[src/rtl/fir_ram_arbiter_if.sv]
// Shared-RAM bus between the host port, the FIR read port and the RAM itself.
//   Host   : h_req/h_we/h_addr/h_wdata in, h_gnt/h_stall/h_rvalid/h_rdata out
//   FIR    : f_req/f_addr in, f_gnt/f_rvalid/f_rdata out, pracuje (FIR busy)
//   RAM    : ram_en/ram_we/ram_addr/ram_wdata out, ram_rdata in (1-cycle read latency)
// slave  = arbiter view, master = requesters plus RAM model view.
interface fir_ram_arbiter_if #(
  parameter int ADDR_W = 10,
  parameter int DATA_W = 16
);
  logic              h_req;
  logic              h_we;
  logic [ADDR_W-1:0] h_addr;
  logic [DATA_W-1:0] h_wdata;
  logic              h_gnt;
  logic              h_stall;
  logic              h_rvalid;
  logic [DATA_W-1:0] h_rdata;

  logic              f_req;
  logic [ADDR_W-1:0] f_addr;
  logic              f_gnt;
  logic              f_rvalid;
  logic [DATA_W-1:0] f_rdata;
  logic              pracuje;

  logic              ram_en;
  logic              ram_we;
  logic [ADDR_W-1:0] ram_addr;
  logic [DATA_W-1:0] ram_wdata;
  logic [DATA_W-1:0] ram_rdata;

  modport slave (
    input  h_req, h_we, h_addr, h_wdata, f_req, f_addr, pracuje, ram_rdata,
    output h_gnt, h_stall, h_rvalid, h_rdata, f_gnt, f_rvalid, f_rdata,
    output ram_en, ram_we, ram_addr, ram_wdata
  );

  modport master (
    output h_req, h_we, h_addr, h_wdata, f_req, f_addr, pracuje, ram_rdata,
    input  h_gnt, h_stall, h_rvalid, h_rdata, f_gnt, f_rvalid, f_rdata,
    input  ram_en, ram_we, ram_addr, ram_wdata
  );
endinterface

[src/rtl/fir_ram_arbiter.sv]
// Arbiter sharing one single-port sample/coefficient RAM between a host port
// and the FIR datapath read port. One access per cycle, grants are
// combinational; read data returns one cycle later on the side that issued it.
// While pracuje=1 the FIR has priority, bounded by MAX_WAIT refusals of the
// host; otherwise the two sides round-robin.
// Ports: clk, rst (sync, active-high), bus (fir_ram_arbiter_if.slave).
module fir_ram_arbiter #(
  parameter int ADDR_W   = 10,
  parameter int DATA_W   = 16,
  parameter int MAX_WAIT = 15
) (
  input logic              clk,
  input logic              rst,
  fir_ram_arbiter_if.slave bus
);

  typedef enum logic {LAST_H = 1'b0, LAST_F = 1'b1} owner_t;

  localparam logic [7:0] MAX_WAIT_C = 8'(MAX_WAIT);

  owner_t            last_owner;
  logic [7:0]        wait_cnt;
  logic              host_first;
  logic              h_gnt_c;
  logic              f_gnt_c;
  logic              rd_vld_p1;
  owner_t            rd_own_p1;
  logic              h_rvalid_c;
  logic              f_rvalid_c;
  logic [DATA_W-1:0] h_rdata_q;
  logic [DATA_W-1:0] f_rdata_q;

  function automatic logic [7:0] sat_inc(input logic [7:0] v);
    return (v >= MAX_WAIT_C) ? MAX_WAIT_C : v + 8'd1;
  endfunction

  // ---- stage p0: arbitration and RAM drive (combinational) ----
  always_comb begin
    host_first = bus.pracuje ? (wait_cnt == MAX_WAIT_C) : (last_owner == LAST_F);
    // rst gates every grant so a read issued during reset never returns data
    h_gnt_c = ~rst & bus.h_req & (~bus.f_req | host_first);
    f_gnt_c = ~rst & bus.f_req & ~h_gnt_c;
  end

  assign bus.h_gnt     = h_gnt_c;
  assign bus.f_gnt     = f_gnt_c;
  assign bus.h_stall   = ~rst & bus.h_req & ~h_gnt_c;
  assign bus.ram_en    = h_gnt_c | f_gnt_c;
  assign bus.ram_we    = h_gnt_c & bus.h_we;
  assign bus.ram_addr  = h_gnt_c ? bus.h_addr : (f_gnt_c ? bus.f_addr : '0);
  assign bus.ram_wdata = h_gnt_c ? bus.h_wdata : '0;

  // ---- stage p1: read return steered by the registered tag ----
  assign h_rvalid_c   = ~rst & rd_vld_p1 & (rd_own_p1 == LAST_H);
  assign f_rvalid_c   = ~rst & rd_vld_p1 & (rd_own_p1 == LAST_F);
  assign bus.h_rvalid = h_rvalid_c;
  assign bus.f_rvalid = f_rvalid_c;
  // Returning side sees RAM data directly; the other side holds its last value
  assign bus.h_rdata  = rst ? '0 : (h_rvalid_c ? bus.ram_rdata : h_rdata_q);
  assign bus.f_rdata  = rst ? '0 : (f_rvalid_c ? bus.ram_rdata : f_rdata_q);

  always_ff @(posedge clk) begin
    if (rst) begin
      last_owner <= LAST_F;
      wait_cnt   <= 8'd0;
      rd_vld_p1  <= 1'b0;
      rd_own_p1  <= LAST_F;
      h_rdata_q  <= '0;
      f_rdata_q  <= '0;
    end else begin
      if (h_gnt_c)      last_owner <= LAST_H;
      else if (f_gnt_c) last_owner <= LAST_F;
      wait_cnt  <= (bus.h_req & ~h_gnt_c) ? sat_inc(wait_cnt) : 8'd0;
      rd_vld_p1 <= f_gnt_c | (h_gnt_c & ~bus.h_we);
      rd_own_p1 <= h_gnt_c ? LAST_H : LAST_F;
      if (h_rvalid_c) h_rdata_q <= bus.ram_rdata;
      if (f_rvalid_c) f_rdata_q <= bus.ram_rdata;
    end
  end

endmodule

[src/flat_wrapper.sv]
// flat-port wrapper written by rule: the top's interface ports become plain ports
module fir_ram_arbiter_flat 
#(
  parameter int ADDR_W   = 10,
  parameter int DATA_W   = 16,
  parameter int MAX_WAIT = 15
)
  (clk, rst, bus_h_req, bus_h_we, bus_h_addr, bus_h_wdata, bus_f_req, bus_f_addr, bus_pracuje, bus_ram_rdata, bus_h_gnt, bus_h_stall, bus_h_rvalid, bus_h_rdata, bus_f_gnt, bus_f_rvalid, bus_f_rdata, bus_ram_en, bus_ram_we, bus_ram_addr, bus_ram_wdata);
  fir_ram_arbiter_if #(.ADDR_W(ADDR_W), .DATA_W(DATA_W)) bus_i ();
  input logic clk;
  input logic rst;
  input wire logic [$bits(bus_i.h_req)-1:0] bus_h_req;
  input wire logic [$bits(bus_i.h_we)-1:0] bus_h_we;
  input wire logic [$bits(bus_i.h_addr)-1:0] bus_h_addr;
  input wire logic [$bits(bus_i.h_wdata)-1:0] bus_h_wdata;
  input wire logic [$bits(bus_i.f_req)-1:0] bus_f_req;
  input wire logic [$bits(bus_i.f_addr)-1:0] bus_f_addr;
  input wire logic [$bits(bus_i.pracuje)-1:0] bus_pracuje;
  input wire logic [$bits(bus_i.ram_rdata)-1:0] bus_ram_rdata;
  output wire logic [$bits(bus_i.h_gnt)-1:0] bus_h_gnt;
  output wire logic [$bits(bus_i.h_stall)-1:0] bus_h_stall;
  output wire logic [$bits(bus_i.h_rvalid)-1:0] bus_h_rvalid;
  output wire logic [$bits(bus_i.h_rdata)-1:0] bus_h_rdata;
  output wire logic [$bits(bus_i.f_gnt)-1:0] bus_f_gnt;
  output wire logic [$bits(bus_i.f_rvalid)-1:0] bus_f_rvalid;
  output wire logic [$bits(bus_i.f_rdata)-1:0] bus_f_rdata;
  output wire logic [$bits(bus_i.ram_en)-1:0] bus_ram_en;
  output wire logic [$bits(bus_i.ram_we)-1:0] bus_ram_we;
  output wire logic [$bits(bus_i.ram_addr)-1:0] bus_ram_addr;
  output wire logic [$bits(bus_i.ram_wdata)-1:0] bus_ram_wdata;
  assign bus_i.h_req = bus_h_req;
  assign bus_i.h_we = bus_h_we;
  assign bus_i.h_addr = bus_h_addr;
  assign bus_i.h_wdata = bus_h_wdata;
  assign bus_i.f_req = bus_f_req;
  assign bus_i.f_addr = bus_f_addr;
  assign bus_i.pracuje = bus_pracuje;
  assign bus_i.ram_rdata = bus_ram_rdata;
  assign bus_h_gnt = bus_i.h_gnt;
  assign bus_h_stall = bus_i.h_stall;
  assign bus_h_rvalid = bus_i.h_rvalid;
  assign bus_h_rdata = bus_i.h_rdata;
  assign bus_f_gnt = bus_i.f_gnt;
  assign bus_f_rvalid = bus_i.f_rvalid;
  assign bus_f_rdata = bus_i.f_rdata;
  assign bus_ram_en = bus_i.ram_en;
  assign bus_ram_we = bus_i.ram_we;
  assign bus_ram_addr = bus_i.ram_addr;
  assign bus_ram_wdata = bus_i.ram_wdata;
  fir_ram_arbiter #(.ADDR_W(ADDR_W), .DATA_W(DATA_W), .MAX_WAIT(MAX_WAIT)) u_core (.clk(clk), .rst(rst), .bus(bus_i));
endmodule
[config.mk]
export PLATFORM = sky130hd
export DESIGN_NAME = fir_ram_arbiter_flat
export DESIGN_NICKNAME = d
export VERILOG_FILES = /design/src/rtl/fir_ram_arbiter_if.sv /design/src/rtl/fir_ram_arbiter.sv /design/src/flat_wrapper.sv
export SDC_FILE = /design/constraint.sdc
export NUM_CORES = 1
export LEC_CHECK = 0
export BUFFER_PORTS_ARGS = -buffer_cell sky130_fd_sc_hd__buf_2
export CAP_MARGIN = 25
export CORE_ASPECT_RATIO = 1.1
export CORE_UTILIZATION = 38
export DETAILED_ROUTE_END_ITERATION = 7
export PLACE_DENSITY = 0.87
export SLEW_MARGIN = 20
export SYNTH_ARGS = -nofsm -noshare
export SYNTH_HDL_FRONTEND = slang
export SYNTH_SLANG_ARGS = --single-unit
[constraint.sdc]
create_clock -name clk -period 1.9 [get_ports clk]
set_clock_uncertainty 0.15 [all_clocks]
set_input_delay 0.285 -clock clk [delete_from_list [all_inputs] [get_ports clk]]
set_output_delay 0.285 -clock clk [all_outputs]
set_load 0.02 [all_outputs]
### After elaboration in Yosys (flattened, before gate mapping)

Index checks and enable logic that the tools add are counted.
Widths: inputs -> output; s select.

| cells by class | value |
|---|---|
| bitwise operators | 20 |
| add/subtract/negate cells | 1 |
| reduce and logical (&&, ||, !) cells | 3 |
| magnitude comparators | 1 |
| eq/ne operators | 1 |
| multiplexer cells | 12 |

Operators by type and width:

| operator | number |
|---|---|
| $mux 16 | 5 |
| $mux 10 | 2 |
| $and 1x1->1 | 11 |
| $add 8x1->8 const B | 1 |
| $eq 8x4->1 const B | 1 |
| $ge 8x4->1 const B | 1 |
| $not 1->1 | 6 |
| $mux 1 | 4 |
| $mux 4 | 1 |
| $or 1x1->1 | 3 |
| $reduce_or 3->1 | 1 |
| $reduce_bool 2->1 | 1 |
| $reduce_or 2->1 | 1 |

| word-level totals | value |
|---|---|
| logic and storage cells | 45 |
| output and inout bits | 65 |
| bits of input ports | 58 |
| flip-flop bits (word level) | 43 |

### Depth between registers and ports, before layout

Gate-level depths: netlist (run 1).

| logic depth | value |
|---|---|
| depth after elaboration | 8 |
| depth in mapped cells | 6 |
| depth with buffers taken out | 5 |

### Worst setup path before layout (run 1)

OpenSTA, ideal clock, no wires.

| timing | value |
|---|---|
| path type | register -> output |
| from | reg u_core.wait_cnt[0] |
| to | out bus_ram_addr[0] |
| path slack | -427 ps |
| required time | 1,465 ps |
| arrival | 1,892 ps |
| stages on the path, launching flop included | 7 |
| cell sequence | dfxtp_1 -> ha_1 -> and3_1 -> nand3_2 -> a311oi_2 -> buf_6 -> mux2i_1 |

| on the way | value |
|---|---|
| cells in the longest elaborated chain, start to end | 8 |

Ends and longest elaborated chain:

| element | line | source |
|---|---|---|
| start: declaration | fir_ram_arbiter.sv:22 | `logic [7:0] wait_cnt;` |
| start signal: assignment | fir_ram_arbiter.sv:73 | `wait_cnt <= (bus.h_req & ~h_gnt_c) ? sat_inc(wait_cnt) : 8'd0;` |
| $eq 8x4->1 * | fir_ram_arbiter.sv:39 | `host_first = bus.pracuje ? (wait_cnt == MAX_WAIT_C) : (last_owner == LAST_F);` |
| $mux 1 * | fir_ram_arbiter.sv:39 |  |
| $or 1x1->1 * | fir_ram_arbiter.sv:41 | `h_gnt_c = ~rst & bus.h_req & (~bus.f_req \| host_first);` |
| $and 1x1->1 * | fir_ram_arbiter.sv:41 |  |
| $not 1->1 | fir_ram_arbiter.sv:42 | `f_gnt_c = ~rst & bus.f_req & ~h_gnt_c;` |
| $and 1x1->1 | fir_ram_arbiter.sv:42 |  |
| $mux 10 | fir_ram_arbiter.sv:50 | `assign bus.ram_addr = h_gnt_c ? bus.h_addr : (f_gnt_c ? bus.f_addr : '0);` |
| $mux 10 * | fir_ram_arbiter.sv:50 |  |
| end: declaration | flat_wrapper.sv:29 | `output wire logic [$bits(bus_i.ram_addr)-1:0] bus_ram_addr;` |

Mark *: on every way between the ends. The rest lies on a longest branch, timed or not.

### Worst setup path in the final report (run 1)

| timing | value |
|---|---|
| from | reg u_core.wait_cnt[6] |
| to | out bus_ram_addr[1] |

The elaborated chain is that of the path after synthesis.

==> results of run 1 <==
## kinds of logic after synthesis
| logic type | Yosys count |
|---|---|
| other cells | 1 |
| buf+inv | 29 |
| flops | 43 |
| simple gates | 126 |
| compound gates | 28 |
| mux | 10 |
| fa+ha+maj | 1 |
## sequential cells by signal (all words and copies together), names as in the netlist
register / flops
u_core.last_owner: 1
u_core.rd_vld_p1: 1
u_core.h_rdata_q: 16
u_core.wait_cnt: 8
u_core.f_rdata_q: 16
u_core.rd_own_p1: 1
## layout by cell type, fill, tap and decap left out, drive strengths merged, types with 3 or more instances in the layout
cell type,synthesis,routed
a21oi,3,3
dfxtp,43,43
nor2b,3,3
nand3b,17,17
nor2,3,3
nand2b,18,18
conb,1,4
inv,15,16
nand2,60,60
buf,3,166
and2,17,17
mux2i,10,10
nand3,3,3
clkbuf,10,7
o21ai,21,21
## report_power, final
part	internal, mW	switching (mW)	total (mW)
Clock	0.285	0.303	0.588
Combinational	0.336	0.339	0.675
Sequential	0.950	0.0203	0.971
## final timing paths
check | slack [ns] | startpoint | cells after the start | end
max reg2reg | 0.19 | u_core.wait_cnt[6]$_SDFF_PP0_ | 6 | u_core.rd_vld_p1$_SDFF_PP0_
min | 0.08 | bus_ram_rdata[3] | 3 | u_core.f_rdata_q[3]$_DFF_P_
max | -0.63 | u_core.wait_cnt[6]$_SDFF_PP0_ | 6 | bus_ram_addr[1]
min reg2reg | 0.34 | u_core.f_rdata_q[3]$_DFF_P_ | 2 | u_core.f_rdata_q[3]$_DFF_P_
## layer usage
| layer | GRT usage [%] | vias up | wire length, µm |
|---|---|---|---|
| met1 | 24.4 | 1085 | 2700 |
| met5 | 0 | - | 0 |
| met3 | 12.2 | 24 | 921 |
| met4 | 7.40 | 0 | 295 |
| li1 | - | 1090 | - |
| met2 | 48.9 | 132 | 4460 |
## cell type report
cell class,count,area [µm²]
Clock buffer,6,82.6
Clock inverter,1,5.00
Fill cell,265,783
Inverter,16,67.6
Multi-Input combinational cell,169,1460
Sequential cell,43,868
Tap cell,56,70.1
Timing Repair Buffer,167,1420
## critical path: stages, from the launching register on
cell	delay, ns
sky130_fd_sc_hd__dfxtp_2	0.33
sky130_fd_sc_hd__nor4_4	0.31
sky130_fd_sc_hd__nand3_2	0.15
sky130_fd_sc_hd__a311oi_4	0.35
sky130_fd_sc_hd__buf_12	0.24
sky130_fd_sc_hd__mux2i_4	0.26
sky130_fd_sc_hd__buf_6	0.14
## timing repair
action                                  in CTS  in global routing
gates resized for setup                    107                124
buffers inserted                             9                 14
endpoints found under the hold margin        0                  0
hold buffers                                 0                  0
pin swaps                                    9                 44
endpoints found under the setup margin      55                 64
gates cloned                                 3                  1
## metrics by stage
step / power [mW] / TNS (ns) / util (%) / cell area (µm²)
after global routing: 2.31 / -22.08 / 83.5 / 3970
after detailed placement: 1.45 / -7.16 / 62.2 / 2950
after CTS: 2.11 / -18.49 / 74.4 / 3530
after global placement: 1.44 / -5.50 / 62.2 / 2950
after floorplan: 1.26 / -3.07 / - / 2140
final: 2.23 / -18.36 / 83.5 / 3970
==> results_tabular.tex, run 1 <==
\begin{tabular}{lr}
\hline
Metric & Value \\
\hline
\multicolumn{2}{l}{\textbf{Setup path}} \\
Kind of capture point of the worst setup path & primary output \\
Critical Path Fanout Max & 13 \\
Critical path data arrival time & between 2 and 2.5 ns \\
Setup crit start kind & flip-flop \\
Critical path type & flip-flop to primary output \\
Required time of the critical path & between 1 and 1.5 ns \\
\multicolumn{2}{l}{\textbf{Drt}} \\
Vias per inst & between 5 and 6 \\
Detailed router's first-iteration violation count & 45 \\
Wirelength per Cell & $\sim$18 µm \\
Post-detailed-route count of antenna-violating nets & 0 \\
Vias after detailed routing & 2331 \\
Number of remaining DRC errors & 0 \\
First-pass iteration count of the detailed router & 4 \\
Total detailed-routing wirelength & $\sim$8400 µm \\
\multicolumn{2}{l}{\textbf{Status}} \\
Failing checks & negative setup slack \\
Result of the run & finished with violations \\
\multicolumn{2}{l}{\textbf{Synthesis}} \\
Proportion of synthesized chip area in sequential cells & about 45\% \\
Fraction of the mapped netlist area in compound gates & 8.25\% \\
Number of enable flip-flop cells after synthesis & 0 \\
Asr flop ratio synth & 0\% \\
Average footprint of a synthesized cell & about 8.1 µm² \\
Largest family of logic cells by synthesized area & simple AND/OR/NAND/NOR gates \\
Most used standard cell by instance count after synthesis & sky130\_fd\_sc\_hd\_\_nand2\_1 \\
Predominant post-synthesis flop cell & sky130\_fd\_sc\_hd\_\_dfxtp\_1 \\
Total number of yosys warnings & 0 \\
Synthesized area & between 1500 and 2000 µm² \\
Cell types with the largest area share after synthesis & sky130\_fd\_sc\_hd\_\_dfxtp\_1 45\%, sky130\_fd\_sc\_hd\_\_nand2\_1 12\%, sky130\_fd\_sc\_hd\_\_nand3b\_1 6.6\% \\
Post-synthesis adder-cell area fraction & less than 1\% \\
Post-synthesis share of cell area spent on xor and xnor gates & 0\% \\
Count of distinct cell types in the synthesized netlist & 29 \\
Most common library cells after synthesis & 60 x sky130\_fd\_sc\_hd\_\_nand2\_1, 43 x sky130\_fd\_sc\_hd\_\_dfxtp\_1, 21 x sky130\_fd\_sc\_hd\_\_o21ai\_0 \\
Cell count after synthesis & about 240 \\
Basic-gate share of the synthesized area counting and, or, nand and nor cells & a little over a third \\
Cell taking the most area after synthesis & sky130\_fd\_sc\_hd\_\_dfxtp\_1 \\
Multiplexer fraction of the synthesized cell area & 5.20\% \\
Number of register bits inferred by synthesis & 43 \\
Area share of the largest cell type after synthesis & 44.7\% \\
\multicolumn{2}{l}{\textbf{Finish}} \\
Share of final-layout standard cells stronger than drive strength 1 & between 60 and 70\% \\
Number of cells in the finished layout apart from fillers & between 400 and 500 \\
Antenna diode count & 0 \\
Area Overhead vs Synth & 106\% \\
Post-layout net count & about 460 \\
\multicolumn{2}{l}{\textbf{Placed design}} \\
Count of placed standard cells including taps & between 400 and 500 \\
IO Port Bufs & about 120 \\
Post-DP HPWL & 4540 µm \\
Placer Congestion & 0.871 \\
Worst slack, placed & -0.303 ns \\
\multicolumn{2}{l}{\textbf{STA}} \\
Worst hold-check slack & 0.0817 ns \\
Count of pins over their slew limit & 0 \\
Number of hold violations in the final report & 0 \\
Final critical-path required period & 2.53 ns \\
Final Worst Setup Slack & -0.633 ns \\
Final period utilization & 133\% \\
Total of endpoints with negative setup slack in the final report & 56 \\
Upper clock frequency limit & just under 400 MHz \\
RSZ-0062 raised after global routing & true \\
\multicolumn{2}{l}{\textbf{Pwr}} \\
Worst VDD drop & 0.000699 V \\
Cell area power density & 563 nW/µm² \\
Standby leakage power & 1.86 nW \\
\multicolumn{2}{l}{\textbf{Clock network}} \\
Number of H-tree levels & 2 \\
Skew-Pair Late Insertion Delay & 0.30 ns \\
CTS Sinks & 43 \\
Reg clk slew, reported paths & approximately 0.080 ns \\
Clock Tree Buf Depth & 2 \\
Root buffer selected by CTS & sky130\_fd\_sc\_hd\_\_clkbuf\_8 \\
Clock buffers created by TritonCTS & 5 \\
Clock tree from TritonCTS & built \\
\multicolumn{2}{l}{\textbf{Global routing}} \\
Combined global-route utilization of all metal layers & between 20\% and 30\% \\
Via count of the first global-routing pass & 2302 \\
Antenna violations before repair & 0 \\
Total congestion overflow & 0 \\
Maximum number of pins on one net before global-route repair & 34 \\
Wire length of the first global-routing pass & approximately 11000 µm \\
\multicolumn{2}{l}{\textbf{Job}} \\
Number of violations of the max-capacitance limit & 0 \\
\multicolumn{2}{l}{\textbf{Floorplanning}} \\
Horizontal die dimension & approximately 70 µm \\
Die Footprint & roughly 5400 µm² \\
Starting Density & around two fifths \\
Number of rows created at floorplan & 26 \\
Std-Cell Core Area & 4750 µm² \\
Number of top-level design ports & $\sim$120 \\
Chip Height & $\sim$77 µm \\
\multicolumn{2}{l}{\textbf{Min path}} \\
Hold crit path type & primary input to flip-flop \\
\hline
\end{tabular}
(Power assumes the default switching activity.)
==> run 2: changes to the inputs <==
- SKIP_CTS_REPAIR_TIMING: default -> 1
==> run 2 against run 1 <==
The flow still finishes with violations (negative setup slack). Non-clock buffer count down 12. Largest cell class unchanged. Sequential power about the same. Highest routed layer unchanged. Maximum frequency shrank 0.96%. Routed wire length is 14% lower. Combinational power decreased by 15%. Sequential share of layout area grew 1.7 points. Critical endpoint unchanged. Final cell count down 2.6%. Register-to-register slack worse by 0.16 ns. First-iteration DRC count is 44% higher.
==> results_tabular.tex, run 2 (synthesized netlist as in run 1, its figures left out) <==
\begin{tabular}{lr}
\hline
Metric & Value \\
\hline
\multicolumn{2}{l}{\textbf{Status}} \\
Result of the run & finished with violations \\
Failing checks & negative setup slack \\
\multicolumn{2}{l}{\textbf{Placed design}} \\
Count of placed standard cells including taps & 429 (unchanged) \\
Placer Congestion & 0.871 (unchanged) \\
Worst slack, placed & -0.303 ns (unchanged) \\
Post-DP HPWL & 4540 µm (unchanged) \\
IO Port Bufs & 122 (unchanged) \\
\multicolumn{2}{l}{\textbf{STA}} \\
Final Worst Setup Slack & -0.658 ns (-0.0245 ns) \\
Number of hold violations in the final report & 0 (unchanged) \\
RSZ-0062 raised after global routing & true \\
Post-Route Setup TNS & -16.62 ns (+1.74 ns) \\
Final critical-path required period & 2.56 ns (+0.0245 ns) \\
Worst hold-check slack & 0.0680 ns (-0.0137 ns) \\
Upper clock frequency limit & 391 MHz (-0.96\%) \\
Count of pins over their slew limit & 0 (unchanged) \\
Final period utilization & 135\% (+1.3 points) \\
Total of endpoints with negative setup slack in the final report & 46 (-18\%) \\
\multicolumn{2}{l}{\textbf{Floorplanning}} \\
Starting Density & 40.5\% (unchanged) \\
Number of top-level design ports & 123 (unchanged) \\
Number of rows created at floorplan & 26 (unchanged) \\
Chip Height & 76.7 µm (unchanged) \\
Die Footprint & 5360 µm² (unchanged) \\
Std-Cell Core Area & 4750 µm² (unchanged) \\
Horizontal die dimension & 69.9 µm (unchanged) \\
\multicolumn{2}{l}{\textbf{Drt}} \\
Vias per inst & 4.99 (-2.0\%) \\
Number of remaining DRC errors & 0 (unchanged) \\
Total detailed-routing wirelength & 7200 µm (-14\%) \\
Post-detailed-route count of antenna-violating nets & 0 (unchanged) \\
Wirelength per Cell & 16.1 µm (-12\%) \\
Vias after detailed routing & 2224 (-4.6\%) \\
Detailed router's first-iteration violation count & 65 (+44\%) \\
First-pass iteration count of the detailed router & 5 (+1) \\
\multicolumn{2}{l}{\textbf{Clock network}} \\
Clock tree from TritonCTS & built \\
Clock Tree Buf Depth & 2 (unchanged) \\
CTS Sinks & 43 (unchanged) \\
Reg clk slew, reported paths & 0.08 ns (about the same) \\
Skew-Pair Late Insertion Delay & 0.30 ns (about the same) \\
Root buffer selected by CTS & sky130\_fd\_sc\_hd\_\_clkbuf\_8 \\
Clock buffers created by TritonCTS & 5 (unchanged) \\
Number of H-tree levels & 2 (unchanged) \\
\multicolumn{2}{l}{\textbf{Setup path}} \\
Setup crit start kind & flip-flop \\
Kind of capture point of the worst setup path & primary output \\
Critical path data arrival time & 2.12 ns (+0.02 ns) \\
Critical Path Fanout Max & 13 (unchanged) \\
Required time of the critical path & 1.46 ns (about the same) \\
Cells on worst reg2reg path & 7 (+1) \\
Critical path type & flip-flop to primary output \\
\multicolumn{2}{l}{\textbf{Global routing}} \\
Maximum number of pins on one net before global-route repair & 34 (unchanged) \\
Total congestion overflow & 0 (unchanged) \\
Wire length of the first global-routing pass & 9240 µm (-14\%) \\
Antenna violations before repair & 0 (unchanged) \\
Via count of the first global-routing pass & 2068 (-10\%) \\
Combined global-route utilization of all metal layers & 21.9\% (-4.0 points) \\
\multicolumn{2}{l}{\textbf{Pwr}} \\
NetSw & 621 µW (-6.3\%) \\
Switching Share & 29.2\% (-0.49 points) \\
Internal power component & 1.51 mW (-4.1\%) \\
Sum of internal, switching and leakage power & 2.13 mW (-4.8\%) \\
Sequential power share & 45.6\% (+2.1 points) \\
Combinational group share of total power & 26.8\% (-3.4 points) \\
Standby leakage power & 1.79 nW (-4.1\%) \\
Cell area power density & 580 nW/µm² (+3.0\%) \\
Worst VDD drop & 0.000654 V (-6.4\%) \\
Clock group share of total power & 27.6\% (+1.3 points) \\
\multicolumn{2}{l}{\textbf{Job}} \\
Number of violations of the max-capacitance limit & 0 (unchanged) \\
\multicolumn{2}{l}{\textbf{Finish}} \\
Leading cell type in the layout, fill and taps excluded & sky130\_fd\_sc\_hd\_\_buf\_2 \\
Biggest registers after layout & u\_core.f\_rdata\_q x16, u\_core.h\_rdata\_q x16, u\_core.wait\_cnt x8 \\
Antenna diode count & 0 (unchanged) \\
Area Overhead vs Synth & 90.5\% \\
Leading cell types in the layout, fill and taps excluded & 79 x sky130\_fd\_sc\_hd\_\_buf\_2, 48 x sky130\_fd\_sc\_hd\_\_buf\_6, 45 x sky130\_fd\_sc\_hd\_\_nand2\_1 \\
Post-layout net count & 449 (-2.6\%) \\
Number of cells in the finished layout apart from fillers & 446 (-2.6\%) \\
Share of final-layout standard cells stronger than drive strength 1 & 59.0\% (-6.2 points) \\
\multicolumn{2}{l}{\textbf{Min path}} \\
Hold crit path type & primary input to flip-flop \\
Worst hold stages & 3 (unchanged) \\
\hline
\end{tabular}
==> run 2: metal layers <==
metal	up-vias	wire, µm	GRT usage (%)
met5	-	0	0
met4	0	101	6.60
met3	10	787	11.7
met2	121	3750	39.3
met1	1029	2560	21.5
li1	1064	-	-
==> run 2: final cells by class <==
| cell class | instances | area [µm²] |
|---|---|---|
| flip-flops and latches | 43 | 866 |
| multi-input cells | 169 | 1330 |
| clock buffers | 6 | 82.6 |
| fillers | 306 | 1080 |
| inverters | 16 | 60.1 |
| well taps | 56 | 70.1 |
| clock inverters | 1 | 5.00 |
| repair buffers | 155 | 1260 |
==> run 2: worst paths after layout <==
path              slack (ns)                             end                          start
setup / recovery       -0.66                 bus_ram_addr[1]  u_core.wait_cnt[6]$_SDFF_PP0_
hold / removal          0.07     u_core.f_rdata_q[3]$_DFF_P_               bus_ram_rdata[3]
setup reg to reg        0.03  u_core.last_owner$_SDFFE_PP1P_  u_core.wait_cnt[6]$_SDFF_PP0_
hold reg to reg         0.33    u_core.f_rdata_q[13]$_DFF_P_   u_core.f_rdata_q[13]$_DFF_P_
==> run 2: worst max-delay path: stages, from the launching register on <==
cell and delay [ns]:
sky130_fd_sc_hd__dfxtp_2 0.33, sky130_fd_sc_hd__nor4_4 0.31, sky130_fd_sc_hd__nand3_2 0.16, sky130_fd_sc_hd__a311oi_4 0.37, sky130_fd_sc_hd__buf_12 0.24, sky130_fd_sc_hd__mux2i_4 0.26
sky130_fd_sc_hd__buf_6 0.14
==> run 2: per-stage QoR <==
step | util, % | instance area (µm²)
final | 77.2 | 3670
after global routing | 77.2 | 3670
after CTS | 64.0 | 3040
after floorplan | - | 2140
after global placement | 62.2 | 2950
after detailed placement | 62.2 | 2950
==> run 2: power groups by stage <==
stage          sequential, mW  clock [mW]  combinational [mW]
2_1_floorplan           0.986           0               0.274
3_3_place_gp            0.987           0               0.454
3_5_place_dp            0.990           0               0.462
4_1_cts                 0.969       0.598               0.464
5_1_grt                 0.974       0.634               0.603
6_report                0.970       0.587               0.571
==> run 3: changes to the inputs <==
- CORE_ASPECT_RATIO: 1.1 -> 0.6
- CORE_MARGIN: default -> 2
- CORE_UTILIZATION: 38 -> 42
- PLACE_DENSITY: 0.87 -> 0.9
- clock period: 1.9 -> 2.6 ns (I/O delays scaled with it)
==> run 3 against run 2 <==
The flow still finishes with violations (negative setup slack). Largest power group unchanged. Flip-flop and latch count unchanged. Combinational power decreased by 42%. Critical path type unchanged. Clock-buffer cell count grew 1. Utilization decreased by 10 points. First-iteration DRC count increased by 12%. Via count decreased by 9.8%. Clock power decreased by 34%. Sequential share of layout area is 5.1 points higher. Routed wire length decreased by 23%. Critical path depth grew 2. Die area down 3.7%.
==> results_tabular.tex, run 3 (synthesized netlist as in run 1, its figures left out) <==
\begin{tabular}{lr}
\hline
Metric & Value \\
\hline
\multicolumn{2}{l}{\textbf{Status}} \\
Result of the run & finished with violations \\
Failing checks & negative setup slack \\
\multicolumn{2}{l}{\textbf{Global routing}} \\
Most used routing layer & met2 \\
Global-route met3 utilization & 5.50\% (-6.2 points) \\
Met2 capacity usage during global routing & 31.7\% (-7.6 points) \\
Antenna violations before repair & 0 (unchanged) \\
Wire length of the first global-routing pass & 7890 µm (-15\%) \\
Maximum number of pins on one net before global-route repair & 34 (unchanged) \\
Via count of the first global-routing pass & 1808 (-13\%) \\
Combined global-route utilization of all metal layers & 18.6\% (-3.3 points) \\
Global Route met1 Usage & 23.8\% (+2.3 points) \\
Total congestion overflow & 0 (unchanged) \\
\multicolumn{2}{l}{\textbf{Min path}} \\
Hold crit path type & primary input to flip-flop \\
Worst hold stages & 3 (unchanged) \\
\multicolumn{2}{l}{\textbf{STA}} \\
Final Worst Setup Slack & -0.0390 ns (+0.619 ns) \\
Total of endpoints with negative setup slack in the final report & 15 (-67\%) \\
RSZ-0062 raised after global routing & true \\
Post-Route Setup TNS & -0.367 ns (+16.25 ns) \\
Final period utilization & 101\% \\
Slew HR & 64.2\% \\
Count of pins over their slew limit & 0 (unchanged) \\
Final critical-path required period & $\sim$2.6 ns \\
Upper clock frequency limit & 379 MHz \\
Worst hold-check slack & 0.179 ns (+0.111 ns) \\
Least-Margin Pin Slew & roughly 0.53 ns \\
Number of hold violations in the final report & 0 (unchanged) \\
\multicolumn{2}{l}{\textbf{Placed design}} \\
Post-DP HPWL & 3670 µm (-19\%) \\
Placer Congestion & 0.752 (-14\%) \\
IO Port Bufs & 122 (unchanged) \\
Count of placed standard cells including taps & 418 (-2.6\%) \\
Worst slack, placed & 0.117 ns (+0.420 ns) \\
Post-Place Cell Area & 2630 µm² (-11\%) \\
\multicolumn{2}{l}{\textbf{Floorplanning}} \\
Horizontal die dimension & 91.4 µm (+31\%) \\
Die Footprint & 5160 µm² (-3.7\%) \\
Starting Density & 42.9\% (+2.3 points) \\
Number of top-level design ports & 123 (unchanged) \\
Std-Cell Core Area & 4490 µm² (-5.4\%) \\
Number of rows created at floorplan & 19 (-27\%) \\
Chip Height & 56.5 µm (-26\%) \\
\multicolumn{2}{l}{\textbf{Pwr}} \\
NetSw & 396 µW (-36\%) \\
Worst VDD drop & 0.000272 V (-58\%) \\
Cell area power density & 473 nW/µm² (-18\%) \\
Switching Share & 27.7\% (-1.5 points) \\
Sequential power share & 49.6\% (+4.0 points) \\
Sum of internal, switching and leakage power & 1.43 mW (-33\%) \\
Combinational group share of total power & 23.1\% (-3.7 points) \\
Clock group share of total power & 27.3\% (-0.3 points) \\
Standby leakage power & 1.52 nW (-15\%) \\
Internal power component & 1.03 mW (-31\%) \\
\multicolumn{2}{l}{\textbf{Setup path}} \\
Largest stage delay, worst path & 0.38 ns (about the same) \\
Buf+Inv Stages, Crit Path & 3 (+1) \\
Dominant delay contributor by cell family on the critical path & buffers and inverters \\
Kind of capture point of the worst setup path & primary output \\
Required time of the critical path & 2.06 ns (+0.60 ns) \\
Critical Path Fanout Max & 8 (-5) \\
Cells on worst reg2reg path & 8 (+1) \\
Critical path depth & 8 (+2) \\
Cells along the critical path & ha\_4 > and3\_4 > nand3\_4 > a311oi\_4 > buf\_4 > clkbuf\_16 > and2\_4 > buf\_6 \\
Critical-path cell with the highest stage delay & sky130\_fd\_sc\_hd\_\_dfxtp\_4 \\
Critical path data arrival time & 2.10 ns (-0.02 ns) \\
Setup crit start kind & flip-flop \\
Critical path type & flip-flop to primary output \\
\multicolumn{2}{l}{\textbf{Finish}} \\
Area Overhead vs Synth & 56.8\% \\
Post-Route Utilization & 67.2\% (-10 points) \\
Leading cell type in the layout, fill and taps excluded & sky130\_fd\_sc\_hd\_\_buf\_2 \\
Post-layout net count & 428 (-4.7\%) \\
Biggest registers after layout & u\_core.f\_rdata\_q x16, u\_core.h\_rdata\_q x16, u\_core.wait\_cnt x8 \\
Fill cells & 366 (+20\%) \\
Number of cells in the finished layout apart from fillers & 433 (-2.9\%) \\
Area of all placed cells without fillers & 3020 µm² (-18\%) \\
Share of final-layout standard cells stronger than drive strength 1 & 44.9\% (-14 points) \\
Leading cell types in the layout, fill and taps excluded & 96 x sky130\_fd\_sc\_hd\_\_buf\_2, 60 x sky130\_fd\_sc\_hd\_\_nand2\_1, 40 x sky130\_fd\_sc\_hd\_\_dfxtp\_1 \\
Antenna diode count & 0 (unchanged) \\
\multicolumn{2}{l}{\textbf{Clock network}} \\
Skew-Pair Late Insertion Delay & 0.28 ns (-0.02 ns) \\
Clock tree from TritonCTS & built \\
Number of H-tree levels & 2 (unchanged) \\
Reg clk slew, reported paths & 0.08 ns (about the same) \\
CTS Sinks & 43 (unchanged) \\
Clock buffers created by TritonCTS & 5 (unchanged) \\
Clock Tree Buf Depth & 2 (unchanged) \\
Root buffer selected by CTS & sky130\_fd\_sc\_hd\_\_clkbuf\_8 \\
\multicolumn{2}{l}{\textbf{Drt}} \\
Wirelength per Cell & 12.8 µm (-21\%) \\
Detailed router's first-iteration violation count & 73 (+12\%) \\
Post-detailed-route count of antenna-violating nets & 0 (unchanged) \\
Vias per inst & 4.63 (-7.1\%) \\
First-pass iteration count of the detailed router & 4 (-1) \\
Total detailed-routing wirelength & 5550 µm (-23\%) \\
Number of remaining DRC errors & 0 (unchanged) \\
Vias after detailed routing & 2005 (-9.8\%) \\
\multicolumn{2}{l}{\textbf{Job}} \\
Number of violations of the max-capacitance limit & 0 (unchanged) \\
\hline
\end{tabular}
## run 3: layer usage
layer	vias to the layer above	share of wire, %
met1	917	44
met4	0	0.76
met2	58	50
li1	1025	-
met3	5	5.3
met5	-	0
## run 3: layout make-up
class / count / area [µm²] / area share, %
multi-input combinational: 169 / 1040 / 34.4
inverter: 16 / 60.1 / 1.99
clock buffer: 7 / 76.3 / 2.53
clock inverter: 1 / 5.00 / 0.166
timing repair buffer: 134 / 893 / 29.6
tap: 63 / 78.8 / 2.61
sequential: 43 / 867 / 28.7
## run 3: power groups by stage
| stage | Sequential (mW) | Clock [mW] | Combinational, mW |
|---|---|---|---|
| global placement | 0.721 | 0 | 0.274 |
| detailed placement | 0.723 | 0 | 0.279 |
| floorplan | 0.720 | 0 | 0.163 |
| finish | 0.708 | 0.390 | 0.330 |
| global route | 0.711 | 0.428 | 0.355 |
| CTS | 0.708 | 0.404 | 0.280 |
## run 3: final timing paths
kind                                               startpoint                              to  slack [ns]
worst max register to register  u_core.wait_cnt[0]$_SDFF_PP0_  u_core.last_owner$_SDFFE_PP1P_        0.66
worst min register to register   u_core.f_rdata_q[11]$_DFF_P_    u_core.f_rdata_q[11]$_DFF_P_        0.33
worst max-delay path            u_core.wait_cnt[0]$_SDFF_PP0_               bus_ram_wdata[10]       -0.04
worst min-delay path                        bus_ram_rdata[14]    u_core.f_rdata_q[14]$_DFF_P_        0.18
## run 3: tightest hold or removal path: stages
cell	delay, ns
sky130_fd_sc_hd__buf_2	0.09
sky130_fd_sc_hd__nand2_1	0.04
sky130_fd_sc_hd__nand2_1	0.06
